## src/rtl/sha2_conduit_regs_if.sv

```systemverilog
`timescale 1ns/1ps
// sha2_conduit_regs_if
//   Bundles the conduit register bus, the message stream towards the SHA2
//   core and the core control/digest signals of sha2_conduit_regs.
//   Ports (all in the interface):
//     con_wr/con_rd, con_waddr/con_raddr, con_wdata, con_wbyte_enable,
//     con_rbyte_enable, con_rd_ack      : request side (master drives)
//     con_wr_ack, con_rdata, con_read_valid, con_slv_error : response side
//     msg_valid, msg_data, msg_last / msg_ready : message stream to the core
//     core_start / digest_valid, digest : core control and result
//   Modports: master = bus requester / core side, slave = register block.
interface sha2_conduit_regs_if #(
    parameter int D_WIDTH = 32
);
    logic                   con_wr;
    logic                   con_rd;
    logic [11:0]            con_waddr;
    logic [11:0]            con_raddr;
    logic [D_WIDTH-1:0]     con_wdata;
    logic [D_WIDTH/8-1:0]   con_wbyte_enable;
    logic [D_WIDTH/8-1:0]   con_rbyte_enable;
    logic                   con_rd_ack;
    logic                   con_wr_ack;
    logic [D_WIDTH-1:0]     con_rdata;
    logic                   con_read_valid;
    logic                   con_slv_error;
    logic                   msg_valid;
    logic                   msg_ready;
    logic [31:0]            msg_data;
    logic                   msg_last;
    logic                   core_start;
    logic                   digest_valid;
    logic [255:0]           digest;

    modport master (
        output con_wr, con_rd, con_waddr, con_raddr, con_wdata,
               con_wbyte_enable, con_rbyte_enable, con_rd_ack,
               msg_ready, digest_valid, digest,
        input  con_wr_ack, con_rdata, con_read_valid, con_slv_error,
               msg_valid, msg_data, msg_last, core_start
    );

    modport slave (
        input  con_wr, con_rd, con_waddr, con_raddr, con_wdata,
               con_wbyte_enable, con_rbyte_enable, con_rd_ack,
               msg_ready, digest_valid, digest,
        output con_wr_ack, con_rdata, con_read_valid, con_slv_error,
               msg_valid, msg_data, msg_last, core_start
    );
endinterface

```

## src/rtl/sha2_conduit_regs.sv

```systemverilog
`timescale 1ns/1ps
// sha2_conduit_regs
//   Conduit-bus register block in front of a SHA2 core: a message FIFO
//   (word + last flag) feeding the core stream, START/FLUSH control and a
//   latched 256-bit digest readable as eight 32-bit registers.
//   Ports:
//     pclk     : clock, rising edge
//     presetn  : asynchronous active-low reset
//     bus      : sha2_conduit_regs_if.slave (conduit bus, message stream,
//                core_start, digest input)
//   Register map: 0x000 CTRL (W), 0x004 STATUS (R), 0x008 MSG_DATA (W),
//                 0x00C MSG_LAST (W), 0x040..0x05C DIGEST0..7 (R).
//   Build option: define SHA2_REGS_WR_TIMEOUT_EN to abort a push stalled on
//   a full FIFO after 16 cycles with a slave error.
module sha2_conduit_regs #(
    parameter int D_WIDTH    = 32,
    parameter int FIFO_DEPTH = 16
) (
    input logic              pclk,
    input logic              presetn,
    sha2_conduit_regs_if.slave bus
);
    localparam int          AW       = $clog2(FIFO_DEPTH);
    localparam logic [AW:0] FULL_CNT = (AW+1)'(FIFO_DEPTH);
    localparam logic [AW:0] CNT_ONE  = (AW+1)'(1);
    localparam logic [AW-1:0] PTR_ONE = AW'(1);

    localparam logic [11:0] A_CTRL   = 12'h000;
    localparam logic [11:0] A_STATUS = 12'h004;
    localparam logic [11:0] A_MSG    = 12'h008;
    localparam logic [11:0] A_LAST   = 12'h00C;

    typedef enum logic [1:0] {IDLE, RESP, WR_WAIT} state_t;

    state_t         state;
    logic [AW-1:0]  rd_ptr;
    logic [AW-1:0]  wr_ptr;
    logic [AW:0]    count;
    logic [32:0]    mem [FIFO_DEPTH];
    logic [255:0]   digest_q;
    logic           digest_ready;
    logic [11:0]    pend_addr;
    logic [31:0]    pend_data;
    logic           wr_ack_q;
    logic           read_valid_q;
    logic           slv_error_q;
    logic           core_start_q;
`ifdef SHA2_REGS_WR_TIMEOUT_EN
    logic [3:0]     tcnt;
`endif

    logic           w_ctrl, w_push, w_err, r_dig, r_ok;
    logic           empty, full, pop, can_push, wr_go, ctrl_go;
    logic           do_flush, do_start, do_push;
    logic [31:0]    push_word;
    logic           push_last;
    logic [32:0]    head;
    logic [31:0]    dig_w [8];
    logic [D_WIDTH-1:0] rdata;
    logic           unused_inputs;

    assign unused_inputs = ^{bus.con_rd_ack, bus.con_rbyte_enable};

    // Access decode on the live request
    assign w_ctrl = (bus.con_waddr == A_CTRL);
    assign w_push = (bus.con_waddr == A_MSG) || (bus.con_waddr == A_LAST);
    assign w_err  = !(w_ctrl || w_push)
                  || (w_push && (bus.con_wbyte_enable != 4'hF))
                  || (w_ctrl && (bus.con_wbyte_enable[3:1] != 3'b000));
    assign r_dig  = (bus.con_raddr[11:5] == 7'h02) && (bus.con_raddr[1:0] == 2'b00);
    assign r_ok   = (bus.con_raddr == A_STATUS) || r_dig;

    assign empty    = (count == '0);
    assign full     = (count == FULL_CNT);
    assign pop      = !empty && bus.msg_ready;
    // A push into a full FIFO still fits when a pop happens in the same cycle
    assign can_push = !full || pop;

    assign wr_go    = (state == IDLE) && bus.con_wr;
    assign ctrl_go  = wr_go && w_ctrl && !w_err && bus.con_wbyte_enable[0];
    assign do_flush = ctrl_go && bus.con_wdata[1];
    assign do_start = ctrl_go && bus.con_wdata[0];

    always_comb begin
        do_push   = 1'b0;
        push_word = bus.con_wdata;
        push_last = (bus.con_waddr == A_LAST);
        if (wr_go && w_push && !w_err && can_push) begin
            do_push = 1'b1;
        end else if ((state == WR_WAIT) && can_push) begin
            do_push   = 1'b1;
            push_word = pend_data;
            push_last = (pend_addr == A_LAST);
        end
    end

    assign head          = mem[rd_ptr];
    assign bus.msg_valid = !empty;
    assign bus.msg_data  = head[31:0];
    assign bus.msg_last  = head[32];

    always_comb begin
        for (int i = 0; i < 8; i++) begin
            dig_w[i] = digest_q[255 - 32*i -: 32];
        end
    end

    always_comb begin
        rdata = '0;
        if (bus.con_raddr == A_STATUS) begin
            rdata[0]    = empty;
            rdata[1]    = full;
            rdata[2]    = digest_ready;
            rdata[10:4] = 7'(count);
        end else if (r_dig) begin
            rdata = dig_w[bus.con_raddr[4:2]];
        end
    end

    assign bus.con_rdata      = rdata;
    assign bus.con_wr_ack     = wr_ack_q;
    assign bus.con_read_valid = read_valid_q;
    assign bus.con_slv_error  = slv_error_q;
    assign bus.core_start     = core_start_q;

    // Storage without reset: FIFO array and the held write
    always_ff @(posedge pclk) begin
        if (do_push) mem[wr_ptr] <= {push_last, push_word};
        if (wr_go) begin
            pend_addr <= bus.con_waddr;
            pend_data <= bus.con_wdata;
        end
    end

    // Control state: FIFO pointers, digest, access FSM
    always_ff @(posedge pclk or negedge presetn) begin
        if (!presetn) begin
            state        <= IDLE;
            rd_ptr       <= '0;
            wr_ptr       <= '0;
            count        <= '0;
            digest_q     <= '0;
            digest_ready <= 1'b0;
            wr_ack_q     <= 1'b0;
            read_valid_q <= 1'b0;
            slv_error_q  <= 1'b0;
            core_start_q <= 1'b0;
`ifdef SHA2_REGS_WR_TIMEOUT_EN
            tcnt         <= '0;
`endif
        end else begin
            core_start_q <= do_start;

            // FLUSH overrides any pop in the same cycle
            if (do_flush) begin
                rd_ptr <= '0;
                wr_ptr <= '0;
                count  <= '0;
            end else begin
                if (do_push) wr_ptr <= wr_ptr + PTR_ONE;
                if (pop)     rd_ptr <= rd_ptr + PTR_ONE;
                if (do_push && !pop)      count <= count + CNT_ONE;
                else if (!do_push && pop) count <= count - CNT_ONE;
            end

            // A digest arriving together with START keeps digest_ready set
            if (bus.digest_valid) begin
                digest_q     <= bus.digest;
                digest_ready <= 1'b1;
            end else if (do_start) begin
                digest_ready <= 1'b0;
            end

            wr_ack_q     <= 1'b0;
            read_valid_q <= 1'b0;
            slv_error_q  <= 1'b0;
            case (state)
                IDLE: begin
                    if (bus.con_wr) begin
                        if (w_err) begin
                            slv_error_q <= 1'b1;
                            state       <= RESP;
                        end else if (w_push && !can_push) begin
                            state <= WR_WAIT;
`ifdef SHA2_REGS_WR_TIMEOUT_EN
                            tcnt  <= '0;
`endif
                        end else begin
                            wr_ack_q <= 1'b1;
                            state    <= RESP;
                        end
                    end else if (bus.con_rd) begin
                        if (r_ok) read_valid_q <= 1'b1;
                        else      slv_error_q  <= 1'b1;
                        state <= RESP;
                    end
                end
                RESP: begin
                    state <= IDLE;
                end
                WR_WAIT: begin
                    if (can_push) begin
                        wr_ack_q <= 1'b1;
                        state    <= RESP;
                    end
`ifdef SHA2_REGS_WR_TIMEOUT_EN
                    else if (tcnt == 4'd15) begin
                        slv_error_q <= 1'b1;
                        state       <= RESP;
                    end else begin
                        tcnt <= tcnt + 4'd1;
                    end
`else
                    else begin
                        state <= WR_WAIT;
                    end
`endif
                end
                default: state <= IDLE;
            endcase
        end
    end
endmodule

```

## src/flat_wrapper.sv

```systemverilog
// flat-port wrapper written by rule: the top's interface ports become plain ports
module sha2_conduit_regs_flat 
#(
    parameter int D_WIDTH    = 32,
    parameter int FIFO_DEPTH = 16
)
  (pclk, presetn, bus_con_wr, bus_con_rd, bus_con_waddr, bus_con_raddr, bus_con_wdata, bus_con_wbyte_enable, bus_con_rbyte_enable, bus_con_rd_ack, bus_msg_ready, bus_digest_valid, bus_digest, bus_con_wr_ack, bus_con_rdata, bus_con_read_valid, bus_con_slv_error, bus_msg_valid, bus_msg_data, bus_msg_last, bus_core_start);
  sha2_conduit_regs_if #(.D_WIDTH(D_WIDTH)) bus_i ();
  input logic pclk;
  input logic presetn;
  input wire logic [$bits(bus_i.con_wr)-1:0] bus_con_wr;
  input wire logic [$bits(bus_i.con_rd)-1:0] bus_con_rd;
  input wire logic [$bits(bus_i.con_waddr)-1:0] bus_con_waddr;
  input wire logic [$bits(bus_i.con_raddr)-1:0] bus_con_raddr;
  input wire logic [$bits(bus_i.con_wdata)-1:0] bus_con_wdata;
  input wire logic [$bits(bus_i.con_wbyte_enable)-1:0] bus_con_wbyte_enable;
  input wire logic [$bits(bus_i.con_rbyte_enable)-1:0] bus_con_rbyte_enable;
  input wire logic [$bits(bus_i.con_rd_ack)-1:0] bus_con_rd_ack;
  input wire logic [$bits(bus_i.msg_ready)-1:0] bus_msg_ready;
  input wire logic [$bits(bus_i.digest_valid)-1:0] bus_digest_valid;
  input wire logic [$bits(bus_i.digest)-1:0] bus_digest;
  output wire logic [$bits(bus_i.con_wr_ack)-1:0] bus_con_wr_ack;
  output wire logic [$bits(bus_i.con_rdata)-1:0] bus_con_rdata;
  output wire logic [$bits(bus_i.con_read_valid)-1:0] bus_con_read_valid;
  output wire logic [$bits(bus_i.con_slv_error)-1:0] bus_con_slv_error;
  output wire logic [$bits(bus_i.msg_valid)-1:0] bus_msg_valid;
  output wire logic [$bits(bus_i.msg_data)-1:0] bus_msg_data;
  output wire logic [$bits(bus_i.msg_last)-1:0] bus_msg_last;
  output wire logic [$bits(bus_i.core_start)-1:0] bus_core_start;
  assign bus_i.con_wr = bus_con_wr;
  assign bus_i.con_rd = bus_con_rd;
  assign bus_i.con_waddr = bus_con_waddr;
  assign bus_i.con_raddr = bus_con_raddr;
  assign bus_i.con_wdata = bus_con_wdata;
  assign bus_i.con_wbyte_enable = bus_con_wbyte_enable;
  assign bus_i.con_rbyte_enable = bus_con_rbyte_enable;
  assign bus_i.con_rd_ack = bus_con_rd_ack;
  assign bus_i.msg_ready = bus_msg_ready;
  assign bus_i.digest_valid = bus_digest_valid;
  assign bus_i.digest = bus_digest;
  assign bus_con_wr_ack = bus_i.con_wr_ack;
  assign bus_con_rdata = bus_i.con_rdata;
  assign bus_con_read_valid = bus_i.con_read_valid;
  assign bus_con_slv_error = bus_i.con_slv_error;
  assign bus_msg_valid = bus_i.msg_valid;
  assign bus_msg_data = bus_i.msg_data;
  assign bus_msg_last = bus_i.msg_last;
  assign bus_core_start = bus_i.core_start;
  sha2_conduit_regs #(.D_WIDTH(D_WIDTH), .FIFO_DEPTH(FIFO_DEPTH)) u_core (.pclk(pclk), .presetn(presetn), .bus(bus_i));
endmodule
```

## config.mk

```make
export PLATFORM = sky130hd
export DESIGN_NAME = sha2_conduit_regs_flat
export DESIGN_NICKNAME = d
export VERILOG_FILES = /design/src/rtl/sha2_conduit_regs_if.sv /design/src/rtl/sha2_conduit_regs.sv /design/src/flat_wrapper.sv
export SDC_FILE = /design/constraint.sdc
export NUM_CORES = 1
export LEC_CHECK = 0
export ABC_AREA = 1
export CAP_MARGIN = 20
export CORE_ASPECT_RATIO = 1.2
export CORE_MARGIN = 2
export CORE_UTILIZATION = 30
export CTS_CLUSTER_SIZE = 10
export DETAILED_ROUTE_END_ITERATION = 16
export PLACE_DENSITY_LB_ADDON = 0.08
export SLEW_MARGIN = 20
export SYNTH_ARGS = -nofsm -noshare
export SYNTH_HDL_FRONTEND = slang
export SYNTH_SLANG_ARGS = --single-unit
```

## constraint.sdc

```tcl
create_clock -name pclk -period 5.2 [get_ports pclk]
set_input_delay 0.78 -clock pclk [delete_from_list [all_inputs] [get_ports pclk]]
set_output_delay 0.78 -clock pclk [all_outputs]
set_load 0.005 [all_outputs]
```

Word level (Yosys, flattened, before mapping):

Memories as Yosys holds them, arrays and structs flattened.
Cells that the tools add are included.

* bits in registers: 320
* RAM bits: 528
* memories: 1

Memory list
* u_core.mem: depth 16, bits a word 33, rd ports 1, clocked after memory_dff 0, write ports 1, RTL line sha2_conduit_regs.sv:39 `logic [32:0] mem [FIFO_DEPTH];`

* add/sub/neg operators: 4
* magnitude comparators: 1
* equal/unequal tests: 9
* mux-type cells: 45
* bitwise logic cells: 1
* reduce and logical (&&, ||, !) cells: 39

Operators by type and width (number)
* 32-bit two-way mux: 5
* 32-bit binary-select mux with 3-bit select: 1
* 12-bit by 4-bit equality test with 1-bit output (second input constant): 3
* 1-bit two-way mux: 22
* 21-bit two-way mux: 1
* 1-bit logical AND: 17
* 4-bit two-way mux: 4
* 5-bit two-way mux: 3
* 12-bit by 3-bit equality test with 1-bit output (second input constant): 1
* 12-bit logical NOT: 1
* 2-bit two-way mux: 5
* 4-bit by 1-bit adder with 4-bit output (second input constant): 2
* 7-bit by 2-bit equality test with 1-bit output (second input constant): 1
* 1-bit logical NOT: 7
* 7-bit two-way mux: 1
* 1-bit logical OR: 6
* 2-bit nonzero test: 3
* 3-bit nonzero test: 2
* 5-bit by 1-bit adder with 5-bit output (second input constant): 1
* 5-bit equality test (second input constant): 1
* 5-bit logical NOT: 1
* 5-bit by 1-bit subtractor with 5-bit output (second input constant): 1
* 4-bit >= comparator (second input constant): 1
* 2-bit logical NOT: 2
* 7 further kinds: 7

Longest topological paths before layout:

Gate-level depths: netlist (run 1).

* depth after elaboration: 15
* mapped depth: 18
* depth with buffers taken out: 18

Least setup slack after synthesis (run 1):

No wires, ideal clock.

* kind: input port to flip-flop
* start: input port bus_con_wr
* end: memory u_core.mem[0][0] (enable)
* setup time: 423 ps
* arrival time: 3660 ps
* setup slack: 1117 ps
* stages on the path: 6
* path buffers: 0
* cell sequence: nand2_1 -> clkinv_1 -> nand4_1 -> o21ai_4 -> nand2_4 -> nor2_1

* word-level cells in the longest chain between the ends: 7

Ends and longest elaborated chain
* from (decl): RTL line flat_wrapper.sv:11 `input wire logic [$bits(bus_i.con_wr)-1:0] bus_con_wr;`
* 1-bit logical AND: RTL line sha2_conduit_regs.sv:79 `assign wr_go = (state == IDLE) && bus.con_wr;`
* 1-bit logical AND (3 in series): RTL line sha2_conduit_regs.sv:88 `if (wr_go && w_push && !w_err && can_push) begin`
* 1-bit two-way mux: RTL line sha2_conduit_regs.sv:88
* 1-bit two-way mux: RTL line sha2_conduit_regs.sv:128 `if (do_push) mem[wr_ptr] <= {push_last, push_word};`
* 1-bit two-way mux (implied by the code): RTL line sha2_conduit_regs.sv:128
* to (decl): RTL line sha2_conduit_regs.sv:39

No other way between the ends.

Worst setup path in the final report (run 1):

* start: input port bus_con_raddr[1]
* end: output port bus_con_rdata[6]

* word-level cells in the longest chain between the ends: 4
* elaborated cells between the ends (all ways): 5
* those cells by class: eq/ne: 1; mux: 2; reduce/logical: 2

Ends and longest elaborated chain
* from (decl): RTL line flat_wrapper.sv:14 `input wire logic [$bits(bus_i.con_raddr)-1:0] bus_con_raddr;`
* 2-bit logical NOT: RTL line sha2_conduit_regs.sv:70 `assign r_dig = (bus.con_raddr[11:5] == 7'h02) && (bus.con_raddr[1:0] == 2'b00);`
* 1-bit logical AND: RTL line sha2_conduit_regs.sv:70
* 32-bit two-way mux: RTL line sha2_conduit_regs.sv:115 `end else if (r_dig) begin`
* 7-bit two-way mux *: RTL line sha2_conduit_regs.sv:110 `if (bus.con_raddr == A_STATUS) begin`
* to (decl): RTL line flat_wrapper.sv:23 `output wire logic [$bits(bus_i.con_rdata)-1:0] bus_con_rdata;`

Every way passes the cells marked *; elsewhere a longest branch is shown, timed or not.

==> results.json, run 1 <==
{
  "outcome": "complete, no violations",
  "dieHeight_um": 383,
  "synth.distinct_cells": 37,
  "core_um2": 118000,
  "clock_sinks": 848,
  "slew_headroom_pct": 31.7,
  "routedWlPerCell_um": 22.1,
  "path_cells": "clkdlybuf4s50_1 > nor2_1 > inv_1 > nor3b_1 > nand2_1 > inv_1 > nand3_1 > o21ai_0 > clkdlybuf4s50_1",
  "ctsHoldBuffers": 0,
  "cap_violations": 0,
  "path_buf_inv": 4,
  "finalCritPeriodShare_pct": 79.0,
  "antenna_found_initial": 46,
  "cts_buffers": 100,
  "reg2reg_depth": 15,
  "vias": 24765,
  "synthesis.nets": 3584,
  "min_path_type": "in -> async",
  "cts_tree": "built",
  "synth_seq_cells": 848,
  "first_global_vias": 25442,
  "final_cell_mix": "nand2_1 (694), edfxtp_1 (572), o21ai_0 (394)",
  "combPwrFrac_pct": 22.9,
  "endpoint_kind": "primary output",
  "max_freq_mhz": 244,
  "cp.required_ns": 4.42,
  "clk_latency_ns": 0.70,
  "grt_overflow": 0,
  "synth_area_um2": 35800,
  "ir_drop_mv": 0.294,
  "viasPerCell": 4.77,
  "final_common_cell": "nand2_1",
  "track_usage_pct": 18.8,
  "port_buffers": 391,
  "cts_max_level": 3,
  "clock_skew_ns": 0.0316,
  "ys_seq_area_share_pct": 67.2,
  "finalSetupViolCount": 0,
  "hold_ws_ns": 0.0902,
  "start_util_pct": 30.3,
  "worst-setup-path-type": "in -> out",
  "post_cts_buffers": 0,
  "yosys_warnings": 0,
  "dr.pass1.iters": 5,
  "r2r_start": "u_core.state[1]",
  "power.switching_mw": 5.56,
  "gp_congestion": 0.766,
  "rsz0062_at_grt": "no",
  "fp-row-count": 138,
  "cts_root_buf": "clkbuf_16",
  "yosys-top-cells-area": "edfxtp_1 (48%), dfrtp_1 (19%), nand2_1 (7.3%), o21ai_0 (5.5%), a21oi_1 (3.8%)",
  "synth_cells": 3247,
  "grt_pass1_wl_um": 169000,
  "crit_arrival_ns": 3.33,
  "switching_share_pct": 30.2,
  "p_per_area_nw_per_um2": 413,
  "layout_setup_ws_ns": 1.09,
  "avgSynthCellArea_um2": 11.0,
  "worstSetupStartpointType": "input pin",
  "die_x_um": 319,
  "drc_errors": 0,
  "power.total_mw": 18.4,
  "drtIter0Drc": 1592,
  "grt_max_degree": 134,
  "fillers": 11641,
  "area_growth_pct": 24.4,
  "ant_nets": 0,
  "critical_path.top_delay_family": "buffers and inverters",
  "cts_resized": 0,
  "leakage_nw": 17.6,
  "slowest_stage": "clkdlybuf4s50_1",
  "max_stage_delay_ns": 0.58,
  "cp_max_fo": 8,
  "final_nets": 3927,
  "clkTransAtPathRegs_ns": 0.06,
  "post-route-min-period_ns": 4.11,
  "post-dp-hpwl_um": 68500,
  "yosysTopAreaCell": "edfxtp_1",
  "p_clk_share_pct": 34.8,
  "dp_slack_ns": 1.04,
  "hold_viol": 0,
  "ioPinCount": 397,
  "slew_violations": 0,
  "fin_setup_tns_ns": 0,
  "synth_top_area_share_pct": 47.9,
  "drive_gt1_share_pct": 6.29,
  "clock_path_buffers": 3,
  "p_int_mw": 12.8,
  "drt-total-wl_um": 115000,
  "die-area_um2": 122000,
  "r2r-end": "u_core.count[4]",
  "reg2reg_setup_slack_ns": 2.19,
  "p_seq_share_pct": 42.3,
  "worst_pin_slew_ns": 1.02
}
-- registers in the layout, summed over array words and instances (netlist names), 2 cells and up --
register and cells:
u_core.rd_ptr 4, u_core.wr_ptr 4, u_core.dig_w 256, u_core.pend_addr 12, u_core.pend_data 32, u_core.count 5
u_core.state 2, u_core.mem 528
-- per-stage QoR --
step	instance area [um2]	std cells	utilization, %
2_1_floorplan	35800	3247	-
3_3_place_gp	41600	5027	35.2
3_5_place_dp	41600	5027	35.2
4_1_cts	44500	5182	37.6
5_1_grt	44600	5193	37.7
6_report	44600	5197	37.7
-- cell usage after synthesis --
cell and number:
ha_1 9, fa_1 1, o31ai_1 1, nand3_2 1
inv_2 4, nor3_1 31, dfrtp_1 276, xor2_1 4
buf_1 28, nand2_1 694, edfxtp_1 572, nand2_4 4
o211ai_1 150, nand4_1 5, nor2_2 4, o21ai_0 395
o21ai_4 1, mux2i_1 132, xnor2_1 1, o21bai_1 1
clkinv_1 2, nor2_1 54, buf_2 24, nor3b_1 1
nor4_1 2, a21oi_1 271, a211oi_1 23, clkbuf_1 150
inv_1 306, or2_2 1, nand3_1 79, nand2_2 1
nor2_4 1, or2_4 1, o21ai_1 8, o22ai_1 2
buf_4 7
-- worst max-delay path by stage --
| stage | start | endpoint | slack, ns | cells after the start |
|---|---|---|---|---|
| after global placement | bus_con_raddr[9] | bus_con_rdata[6] | 1.05 | 9 |
| after floorplan | bus_con_wr | u_core.mem[0][0] | 1.12 | 6 |
| after CTS | u_core.rd_ptr[1] | bus_msg_data[28] | 0.96 | 7 |
| after detailed placement | bus_con_raddr[9] | bus_con_rdata[6] | 1.04 | 9 |
| after global routing | u_core.rd_ptr[1] | bus_msg_data[1] | 0.89 | 7 |
| final | bus_con_raddr[1] | bus_con_rdata[6] | 1.09 | 9 |
-- cell families (layout without fill, tap and decap cells) --
group	count (synthesis)	count (layout)	synth area share [%]
simple gates	879	879	9.83
fa+ha+maj	10	10	0.370
compound gates	852	852	13.2
xor+xnor	5	5	0.122
buf+inv	521	917	5.62
mux	132	132	3.69
other cells	0	14	0
flops	848	848	67.2
-- power by group through the flow --
stage / Clock (mW) / Combinational [mW] / Sequential (mW)
floorplan: 0 / 2.47 / 7.73
global placement: 0 / 4.34 / 7.92
detailed placement: 0 / 4.35 / 7.93
CTS: 6.63 / 4.35 / 7.79
global route: 6.88 / 4.70 / 7.82
finish: 6.40 / 4.21 / 7.79
-- final cells by class --
cell class | count | area, um2 | area share [%]
clock inverter | 15 | 146 | 0.329
timing repair buffer | 450 | 4560 | 10.2
antenna | 14 | 35.0 | 0.0786
multi-input combinational | 1878 | 9870 | 22.2
clock buffer | 140 | 2740 | 6.15
sequential | 848 | 24100 | 54.1
tap | 1540 | 1930 | 4.32
inverter | 312 | 1180 | 2.65
-- routing by layer --
metal,GRT usage [%],share of wire (%),vias to the layer above
met3,5.51,6.7,186
li1,-,-,11924
met2,31.0,48,550
met5,0,0.35,-
met4,6.04,2.5,58
met1,23.5,43,12047
Power figures use the tool's default switching activity.
==> run 2, diff against run 1 <==
==> constraint.sdc (replaced) <==
create_clock -name pclk -period 3.6 [get_ports pclk]
set_input_delay 0.54 -clock pclk [delete_from_list [all_inputs] [get_ports pclk]]
set_output_delay 0.54 -clock pclk [all_outputs]
set_load 0.005 [all_outputs]
==> run 2 against run 1 <==
- register-to-register slack worse by 1.3 ns
- critical path type is now reg -> out
- hold slack better by 0.22 ns
- largest power group unchanged
- sequential share of layout area is 0.71 points lower
==> results.json, run 2 (same netlist as run 1, synthesis figures left out) <==
{
  "ir_drop_mv": 0.338,
  "grt_pass1_wl_um": 170000,
  "worstSetupStartpointType": "register",
  "max_stage_delay_ns": 0.59,
  "startpoint": "u_core.rd_ptr[3]",
  "grt_overflow": 0,
  "drc_errors": 0,
  "post-dp-hpwl_um": 71800,
  "post-route-min-period_ns": 3.42,
  "slew_violations": 0,
  "finalCritPeriodShare_pct": 94.9,
  "final_nets": 3964,
  "cts_buffers": 99,
  "drtIter0Drc": 1536,
  "start_util_pct": 30.3,
  "dieHeight_um": 383,
  "worst_pin_slew_ns": 0.832,
  "fillers": 11718,
  "cp.required_ns": 3.06,
  "port_buffers": 391,
  "largest_register_ffs": 528,
  "viasPerCell": 4.75,
  "gp_congestion": 0.773,
  "slowest_stage": "dfrtp_2",
  "routedWlPerCell_um": 22.2,
  "cts_max_level": 3,
  "grt_max_degree": 162,
  "ant_nets": 0,
  "min_path_type": "in -> reg",
  "drive_gt1_share_pct": 7.06,
  "reg2reg_setup_slack_ns": 0.91,
  "fp-row-count": 138,
  "clock_path_buffers": 3,
  "vias": 24829,
  "hold_ws_ns": 0.308,
  "max_freq_mhz": 293,
  "drt-total-wl_um": 116000,
  "cp_max_fo": 24,
  "antenna_found_initial": 43,
  "die_x_um": 319,
  "dr.pass1.iters": 5,
  "finalSetupViolCount": 0,
  "p_per_area_nw_per_um2": 594,
  "top_register": "u_core.mem",
  "slew_headroom_pct": 44.6,
  "clk_latency_ns": 0.70,
  "r2r_start": "u_core.count[0]",
  "endpoint_kind": "primary output",
  "ioPinCount": 397,
  "core_um2": 118000,
  "track_usage_pct": 18.9,
  "rsz0062_at_grt": "yes",
  "worst-setup-path-type": "reg -> out",
  "area_growth_pct": 26.0,
  "cap_violations": 0,
  "cts_tree": "built",
  "cts_root_buf": "clkbuf_16",
  "leakage_nw": 17.9,
  "utilization_pct": 38.2,
  "critical_path.top_delay_family": "buffers and inverters",
  "final_cell_mix": "nand2_1 (694), edfxtp_1 (572), o21ai_0 (394)",
  "path_buf_inv": 3,
  "first_global_vias": 25353,
  "die-area_um2": 122000,
  "clock_skew_ns": 0.0199,
  "final_common_cell": "nand2_1",
  "hold_viol": 0,
  "path_cells": "inv_2 > buf_12 > nand3_1 > nand2_1 > clkdlybuf4s50_1",
  "crit_arrival_ns": 2.88,
  "outcome": "complete, no violations",
  "hp-start": "bus_digest_valid",
  "clock_sinks": 848,
  "clkTransAtPathRegs_ns": 0.06
}
==> run 2: cell count changes in the layout (fill, tap and decap cells not counted), sizes merged <==
cell | before | now
dlygate4sd3 | 0 | 1
buf | 64 | 101
diode | 14 | 9
==> run 2: final timing paths <==
kind | end | cells past startpoint
max in group asynchronous | u_core.dig_w[118] | 3
min in group asynchronous | u_core.dig_w[236] | 2
max | bus_msg_data[1] | 5
max reg2reg | u_core.count[4] | 14
min | u_core.dig_w[236] | 3
min reg2reg | u_core.dig_w[38] | 2
==> run 2: area by class of cell <==
type | count | area [um2] | area share (%)
clock inverter | 15 | 154 | 0.341
multi-input combinational | 1878 | 9870 | 21.9
clock buffer | 140 | 2690 | 5.96
inverter | 312 | 1180 | 2.62
timing repair buffer | 488 | 5210 | 11.5
antenna | 9 | 22.5 | 0.0499
sequential | 848 | 24100 | 53.4
tap | 1540 | 1930 | 4.27
==> run 2: routing by layer <==
layer	wire length (um)	share of wire, %	track usage (%)	vias up
met3	6760	5.8	4.75	199
met1	49600	43	23.4	12041
li1	-	-	-	11988
met5	357	0.31	0	-
met4	2590	2.2	5.56	56
met2	56900	49	32.2	545
==> run 2: timing repair <==
item / in CTS / in global routing
hold endpoints to repair: 94 / 0
hold buffers: 1 / 0
setup buffers: 3 / 0
gates resized for setup: 0 / 4
endpoints found under the setup margin: 23 / 5
cloned: 0 / 0
==> run 2: stage by stage <==
step / power, mW / TNS (ns) / instance area (um2) / worst slack, ns / cells
6_report: 26.8 / 0 / 45200 / 0.185 / 5230
5_1_grt: 28.3 / -0.0122 / 45100 / -0.0122 / 5228
4_1_cts: 27.4 / 0 / 45100 / 0.0209 / 5221
3_5_place_dp: 18.0 / 0 / 42200 / 0.221 / 5062
3_3_place_gp: 18.0 / 0 / 42200 / 0.179 / 5062
2_1_floorplan: 14.7 / -130.53 / 35800 / -0.247 / 3247
==> run 2: where the power goes <==
part / internal, mW / leakage (nW) / switching, mW
Clock: 5.16 / 1.37 / 3.99
Combinational: 2.65 / 7.95 / 3.89
Sequential: 10.9 / 8.56 / 0.282
==> run 2: tightest hold or removal path, delay by kind of cell <==
family | cells | cell delay, ns
buf+inv | 1 | 0.23
simple gates | 2 | 0.18
